## config.mk

```make
export PLATFORM = sky130hd
export DESIGN_NAME = lab_dp
export DESIGN_NICKNAME = d
export VERILOG_FILES = /design/src/rtl/lab_dp.sv
export SDC_FILE = /design/constraint.sdc
export NUM_CORES = 1
export LEC_CHECK = 0
export CORE_ASPECT_RATIO = 0.5
export CORE_MARGIN = 1.5
export CORE_UTILIZATION = 56
export DETAILED_ROUTE_END_ITERATION = 6
export PLACE_DENSITY = 0.84
export SYNTH_ARGS = -nofsm -noshare
export SYNTH_HDL_FRONTEND = slang
export SYNTH_SLANG_ARGS = --single-unit
```

## constraint.sdc

```tcl
create_clock -name clock -period 2.5 [get_ports clock]
set_input_delay 0.625 -clock clock [delete_from_list [all_inputs] [get_ports clock]]
set_output_delay 0.625 -clock clock [all_outputs]
set_load 0.02 [all_outputs]
```

## src/rtl/lab_dp.sv

```systemverilog
// lab_dp: accumulator-machine datapath.
// Holds PC, IR, the A accumulator, a 32x8 synchronous-read RAM and an add/sub unit.
// The control unit drives the strobes. The datapath returns the opcode and the
// sign/zero flags of A. A host port can own the RAM to load or read back programs.
// The opcode width DATA_W-ADDR_W is expected to be 3.
module lab_dp #(
  parameter int DATA_W = 8,
  parameter int ADDR_W = 5
) (
  input  logic                     clock,
  input  logic                     reset,
  input  logic                     IRload,
  input  logic                     JMPmux,
  input  logic                     PCload,
  input  logic                     Meminst,
  input  logic                     MemWr,
  input  logic [1:0]               Asel,
  input  logic                     Aload,
  input  logic                     Sub,
  input  logic                     Halt,
  input  logic [DATA_W-1:0]        in_data,
  input  logic                     prog_en,
  input  logic                     prog_we,
  input  logic [ADDR_W-1:0]        prog_addr,
  input  logic [DATA_W-1:0]        prog_data,
  output logic [DATA_W-ADDR_W-1:0] IR,
  output logic                     Aeq0,
  output logic                     Apos,
  output logic [DATA_W-1:0]        A_out,
  output logic [ADDR_W-1:0]        PC_out,
  output logic [DATA_W-1:0]        mem_q
);

  localparam int DEPTH = 1 << ADDR_W;

  // Encodings of the A source select.
  typedef enum logic [1:0] {
    A_SRC_ALU  = 2'b00,
    A_SRC_IN   = 2'b01,
    A_SRC_MEM  = 2'b10,
    A_SRC_ZERO = 2'b11
  } a_src_e;

  // Architectural registers.
  logic [ADDR_W-1:0] pc_q;
  logic [DATA_W-1:0] ir_q;
  logic [DATA_W-1:0] a_q;

  // RAM storage and port signals.
  logic [DATA_W-1:0] ram [DEPTH];
  logic [ADDR_W-1:0] ram_addr;
  logic              ram_we;
  logic [DATA_W-1:0] ram_wdata;

  // Next-state values.
  logic              cpu_en;
  logic [ADDR_W-1:0] pc_next;
  logic [DATA_W-1:0] alu_res;
  logic [DATA_W-1:0] a_next;
  a_src_e            a_src;

  // The CPU may change state only when the host does not own the RAM and the machine is not halted.
  assign cpu_en = ~prog_en & ~Halt;
  assign a_src  = a_src_e'(Asel);

  // RAM port mux: the host port wins over the CPU, and a CPU write under host ownership is dropped.
  always_comb begin
    // NOTE: every signal written here gets a default first, so no path can leave it unassigned and infer a latch.
    ram_addr  = pc_q;
    ram_we    = 1'b0;
    ram_wdata = a_q;
    if (prog_en) begin
      ram_addr  = prog_addr;
      ram_we    = prog_we;
      ram_wdata = prog_data;
    end else begin
      ram_addr  = Meminst ? ir_q[ADDR_W-1:0] : pc_q;
      ram_we    = MemWr & ~Halt;
      ram_wdata = a_q;
    end
  end

  // Add/sub unit. The result wraps modulo 2^DATA_W with no carry or overflow flag.
  always_comb begin
    alu_res = Sub ? (a_q - mem_q) : (a_q + mem_q);
  end

  // PC source: sequential increment, wrapping at the top, or the jump target in the IR operand field.
  always_comb begin
    pc_next = JMPmux ? ir_q[ADDR_W-1:0] : (pc_q + ADDR_W'(1));
  end

  // A source select.
  always_comb begin
    a_next = '0;
    case (a_src)
      A_SRC_ALU:  a_next = alu_res;
      A_SRC_IN:   a_next = in_data;
      A_SRC_MEM:  a_next = mem_q;
      A_SRC_ZERO: a_next = '0;
      default:    a_next = '0;
    endcase
  end

  // PC, IR and A: load on their strobes while the CPU is enabled.
  always_ff @(posedge clock or negedge reset) begin
    if (!reset) begin
      pc_q <= '0;
      ir_q <= '0;
      a_q  <= '0;
    end else if (cpu_en) begin
      // NOTE: state uses non-blocking assignments so every register samples pre-edge values, whatever the statement order.
      if (PCload) pc_q <= pc_next;
      if (IRload) ir_q <= mem_q;
      if (Aload)  a_q  <= a_next;
    end
  end

  // RAM write port. The contents survive reset so a loaded program is kept.
  always_ff @(posedge clock) begin
    // NOTE: the memory array has no reset; this lets it map onto RAM macros, and program contents must persist.
    if (ram_we) ram[ram_addr] <= ram_wdata;
  end

  // Synchronous read register. It sees the pre-write contents on a same-address read-during-write.
  always_ff @(posedge clock or negedge reset) begin
    if (!reset) mem_q <= '0;
    else        mem_q <= ram[ram_addr];
  end

  // Status and display outputs, taken from the A register only and never from the ALU.
  assign IR     = ir_q[DATA_W-1:ADDR_W];
  assign Aeq0   = (a_q == '0);
  assign Apos   = ~a_q[DATA_W-1];
  assign A_out  = a_q;
  assign PC_out = pc_q;

endmodule

```

After elaboration in Yosys (flattened, before gate mapping)
Memories as Yosys holds them, arrays and structs flattened. A register that Yosys moved wholly into a read port is not among the register bits.
Index checks and enable logic that the tools add are counted.
{"block": "classes", "n_div": 0, "bitwise_logic": 5, "magnitude_cmp": 0, "reduce_logical": 6, "multipliers": 0, "n_eq_ne": 3, "n_shift": 0, "mux": 9, "addsub": 3}
{"op": "$pmux 8 s4", "count": 1}
{"op": "$mux 8", "count": 2}
{"op": "$mux 5", "count": 3}
{"op": "$add 8x8->8", "count": 1}
{"op": "$logic_not 8->1", "count": 1}
{"op": "$sub 8x8->8", "count": 1}
{"op": "$reduce_and 2->1", "count": 3}
{"op": "$add 5x1->5 const B", "count": 1}
{"op": "$eq 2x2->1 const B", "count": 2}
{"op": "$mux 1", "count": 3}
{"op": "$not 1->1", "count": 3}
{"op": "$and 1x1->1", "count": 2}
{"op": "$eq 2x1->1 const B", "count": 1}
{"op": "$logic_not 2->1", "count": 1}
{"op": "$logic_not 1->1", "count": 1}
{"block": "totals", "latch_bits": 0, "mem_bits_ro": 0, "n_memories": 1, "output_inout_bits": 26, "ram_bits": 256, "ff_bits": 21, "input_bits": 35}
{"name": "ram", "depth": 32, "width": 8, "rd": 1, "rd_ports_with_merged_regs": 1, "wr": 1, "line_no": "50", "rtl": "logic [DATA_W-1:0] ram [DEPTH];"}

Longest topological paths before layout
{"block": "depth", "word_depth": 5, "depth_mapped": 11, "mapped_depth_nobuf": 11}

Worst setup path before layout
No wires, ideal clock.
{"block": "synth_path", "kind": "input port to flip-flop", "start": "input prog_en", "end": "memory ram[0][7], data pin", "arrival_time_ns": 2.480, "n_path_buf": 3, "setup_ns": 0.454, "path_slack_ns": -0.434, "stages": 4, "path_cell_list": "buf_2 buf_2 clkbuf_1 o21ai_0"}
{"block": "synth_between", "elab_chain_len": 1}
{"element": "start: declaration", "line_no": "22", "rtl": "input logic prog_en,"}
{"element": "$mux 8", "line_no": "72", "rtl": "if (prog_en) begin"}
{"element": "named net ram_wdata[7]", "line_no": "53", "rtl": "logic [DATA_W-1:0] ram_wdata;"}
{"element": "end: declaration", "line_no": "50"}
The timed path passes the listed nets, and every way through them passes these cells.

Worst setup path after layout
{"block": "layout_path", "start": "input prog_en", "end": "register mem_q[7] (read register of ram)"}
{"block": "layout_between", "elab_chain_len": 1}
{"element": "$mux 5", "line_no": "72"}
{"element": "end: declaration", "line_no": "31", "rtl": "output logic [DATA_W-1:0] mem_q"}
No other way between the ends.
A chain may end at the register's enable or synchronous reset.

==> metrics.md <==
| Metric | Value |
|---|---|
| Outcome | finished with violations |
| Failing checks | design-rule violations, negative setup slack |
| Cell Pwr Density | 994 nW/um^2 |
| Distinct cells, synth | 39 |
| HPWL after detailed placement | 21700 um |
| Reg area | 8420 sq um |
| Worst EP arrival | 2.93 ns |
| Total track usage | 30.9% |
| Clk Latency, worst-skew pair | 0.54 ns |
| Area of the core | 20900 sq um |
| Final worst setup slack | -0.0622 ns |
| CP max FO | 39 |
| Port Buffers | 60 |
| CP Class | in2reg |
| First-pass GRT wire length | 51700 um |
| Yosys top cell area share | 63.4% |
| Final setup fails | 2 |
| Most common cell in the netlist | edfxtp_1 |
| Die Y | 107 um |
| Synth top area cells | edfxtp_1, mux2i_1, dfrtp_1 |
| CTS Buf Count | 25 |
| Syn Std Cell Area | 12100 sq um |
| Vias in the first global route | 8771 |
| Final Critical Period | 2.56 ns |
| Maximum clock path buffer count | 3 |
| 1st-iter DRT viols | 1612 |
| Slew Limit Fails | 0 |
| TNS Setup | -0.0987 ns |
| Startpoint Class | primary input |
| Final Util | 73.8% |
| RSZ-0062 raised after global routing | yes |
| Seq/Total Area, Yosys | 69.4% |
| Filler cells | 1110 |
| Slowest stage cell on the critical path | clkdlybuf4s50_1 |
| TritonCTS clock tree | yes |
| ANT nets after route | 0 |
| Lkg Pwr | 0.00573 uW |
| Clock Skews | 0.0193 ns |
| I/O pins | 61 |
| Cells along the critical path | clkdlybuf4s50_1 > buf_12 > o21a_4 > buf_12 > mux2i_1 > mux2i_1 > a32oi_2 > nand4_1 |
| Die ar. | 22600 sq um |
| Ratio of cells with drive above 1 in the final layout | 22.9% |
| Post-synthesis cell count | 890 |
| Hold WC Path Type | in2async |
| Crit path max-delay family | buffers and inverters |
| Syn_area_per_cell | 13.6 sq um |
| Worst setup EP type | flip-flop |
| Final wirelength | 34600 um |
| Measured slew at the worst slew-check pin | 0.685 ns |
| Int Power | 10200 uW |
| Root buf cell | clkbuf_16 |
| Most used flip-flop cell after synthesis | edfxtp_1 |
| Via density | 6.50 |
| Sw Share | 33.1% |
| Total chip power | 15300 uW |
| Largest net degree at the start of global routing | 40 |
| Area of the multi-input gates | 3720 sq um |
| RePlAce Congestion | 0.936 |
| Syn nets | 935 |
| Peak VDD IR | 0.000683 V |
| Diode count | 0 |
| WP buf/inv | 3 |
| Starting Density | 58.1% |
| Worst EP required | 2.87 ns |
| Combinational power share | 34.9% |
| Area growth syn-to-layout | 27.0% |
| Drt pass-1 iters | 7 |
| Initial antenna violation count | 0 |
| Clock share of power | 25.8% |
| Switch Pwr | 5070 uW |
| DP Worst Slack | -0.687 ns |
| Post-synth EDFFs | 256 |
| Fin area | 15400 sq um |
| Sequential share of power | 39.3% |
| Crit-path max cell delay | 0.57 ns |
| Depth of the CTS H-tree | 1 |
| Drt wl/cell | 25.1 um |
| Tcrit/Tclk final | 102% |
| Total Nets Final | 1110 |
| Async S/R FF share, synth | 10.2% |
| Reg clk slew, reported paths | 0.08 ns |
| Num rows | 37 |
| Commonest cells in the netlist | edfxtp_1, nand2_1, mux2i_1 |
| Final hold vios | 0 |
| Routed via count | 8948 |
| Worst slew margin | 54.1% |
| DRC viols | 11 |
| Synth area leader | edfxtp_1 |
| Die Wd | 211 um |
| Global route overflow | 0 |
| Synth warnings | 0 |
| Sink Count | 285 |
| #FFs+latches synth | 285 |
| Placed cell areas | 14500 sq um |
| Total of max-cap violations | 0 |
| Fmax | 390 MHz |
-- metrics by stage --
step / instances / hold WS (ns)
after global placement: 1328 / 0.488
after detailed placement: 1328 / 0.496
final: 1376 / 0.502
after CTS: 1374 / 0.507
after floorplan: 890 / 0.329
after global routing: 1376 / 0.527
-- registers in the layout, summed over array words and instances (netlist names) --
signal / flops
ram: 256
mem_q: 8
PC_out: 5
A_out: 8
ir_q: 8
-- final timing paths --
path                       depth (start not counted)  startpoint        to  slack [ns]
setup / recovery                                   8     prog_en  mem_q[7]       -0.06
hold / removal                                     2       reset  mem_q[6]        0.50
setup reg to reg                                   8   PC_out[0]  mem_q[7]        0.03
hold reg to reg                                    1     ir_q[7]   ir_q[7]        0.51
max in group asynchronous                          2       reset  mem_q[1]        1.66
min in group clock                                 1     ir_q[7]   ir_q[7]        0.51
-- metal layers --
layer | part of all wire [%] | track usage (%) | vias to the layer above
met4 | 5.1 | 12.4 | 0
met3 | 14 | 9.67 | 197
met5 | 0 | 0 | -
li1 | - | - | 3686
met1 | 35 | 39.5 | 4280
met2 | 46 | 49.7 | 785
-- worst reg2reg max path, delay by kind of cell, from the launching register on --
kind | cells | cell delay (ns)
AND/OR/NAND/NOR | 3 | 0.41
multiplexers | 1 | 0.31
flip-flops | 1 | 0.47
AO/OA/AOI/OAI | 2 | 0.65
buffers and inverters | 2 | 0.48
-- timing repair --
action,4_1_cts,5_1_grt
gates resized for setup,6,21
setup buffers,0,2
endpoints found under the hold margin,0,0
hold buffers,0,0
setup endpoints to repair,74,60
pin swaps,0,8
-- cell type report --
cell class,instances,area share (%)
multi-input combinational,552,24.1
timing repair buffer,193,13.3
clock inverter,16,1.04
clock buffer,30,4.31
inverter,8,0.195
tap,292,2.37
sequential,285,54.6
-- power groups by stage --
stage          registers, uW  logic [uW]  clock network (uW)
2_1_floorplan           6200        2380                   0
3_3_place_gp            6070        4710                   0
3_5_place_dp            6090        4880                   0
4_1_cts                 5990        5000                3930
5_1_grt                 6030        5590                4090
6_report                6020        5340                3950
-- logic make-up after synthesis --
logic type / Yosys count / share of synthesized area, %
xor gates and xnor gates: 10 / 0.722
adders and majority gates: 10 / 1.09
and+or+nand+nor: 324 / 11.4
AOI/OAI and AO/OA: 92 / 5.33
buffers and inverters: 53 / 2.31
muxes: 116 / 9.76
DFF: 285 / 69.4
-- cell usage in the layout, fill, tap and decap left out, types with 8 or more instances in the layout --
cell and n:
nand2_1 158, buf_12 35, nand3_1 68, clkbuf_16 25, nor2_1 29, clkdlybuf4s50_1 57
xnor2_1 9, dfrtp_1 27, mux2i_1 100, a21oi_1 9, nor2_4 14, o21ai_0 18
a32oi_1 32, nor2_2 21, buf_4 96, edfxtp_1 256, nand4_1 8, mux2_2 13
No activity file was read; power rests on OpenSTA's default activity.
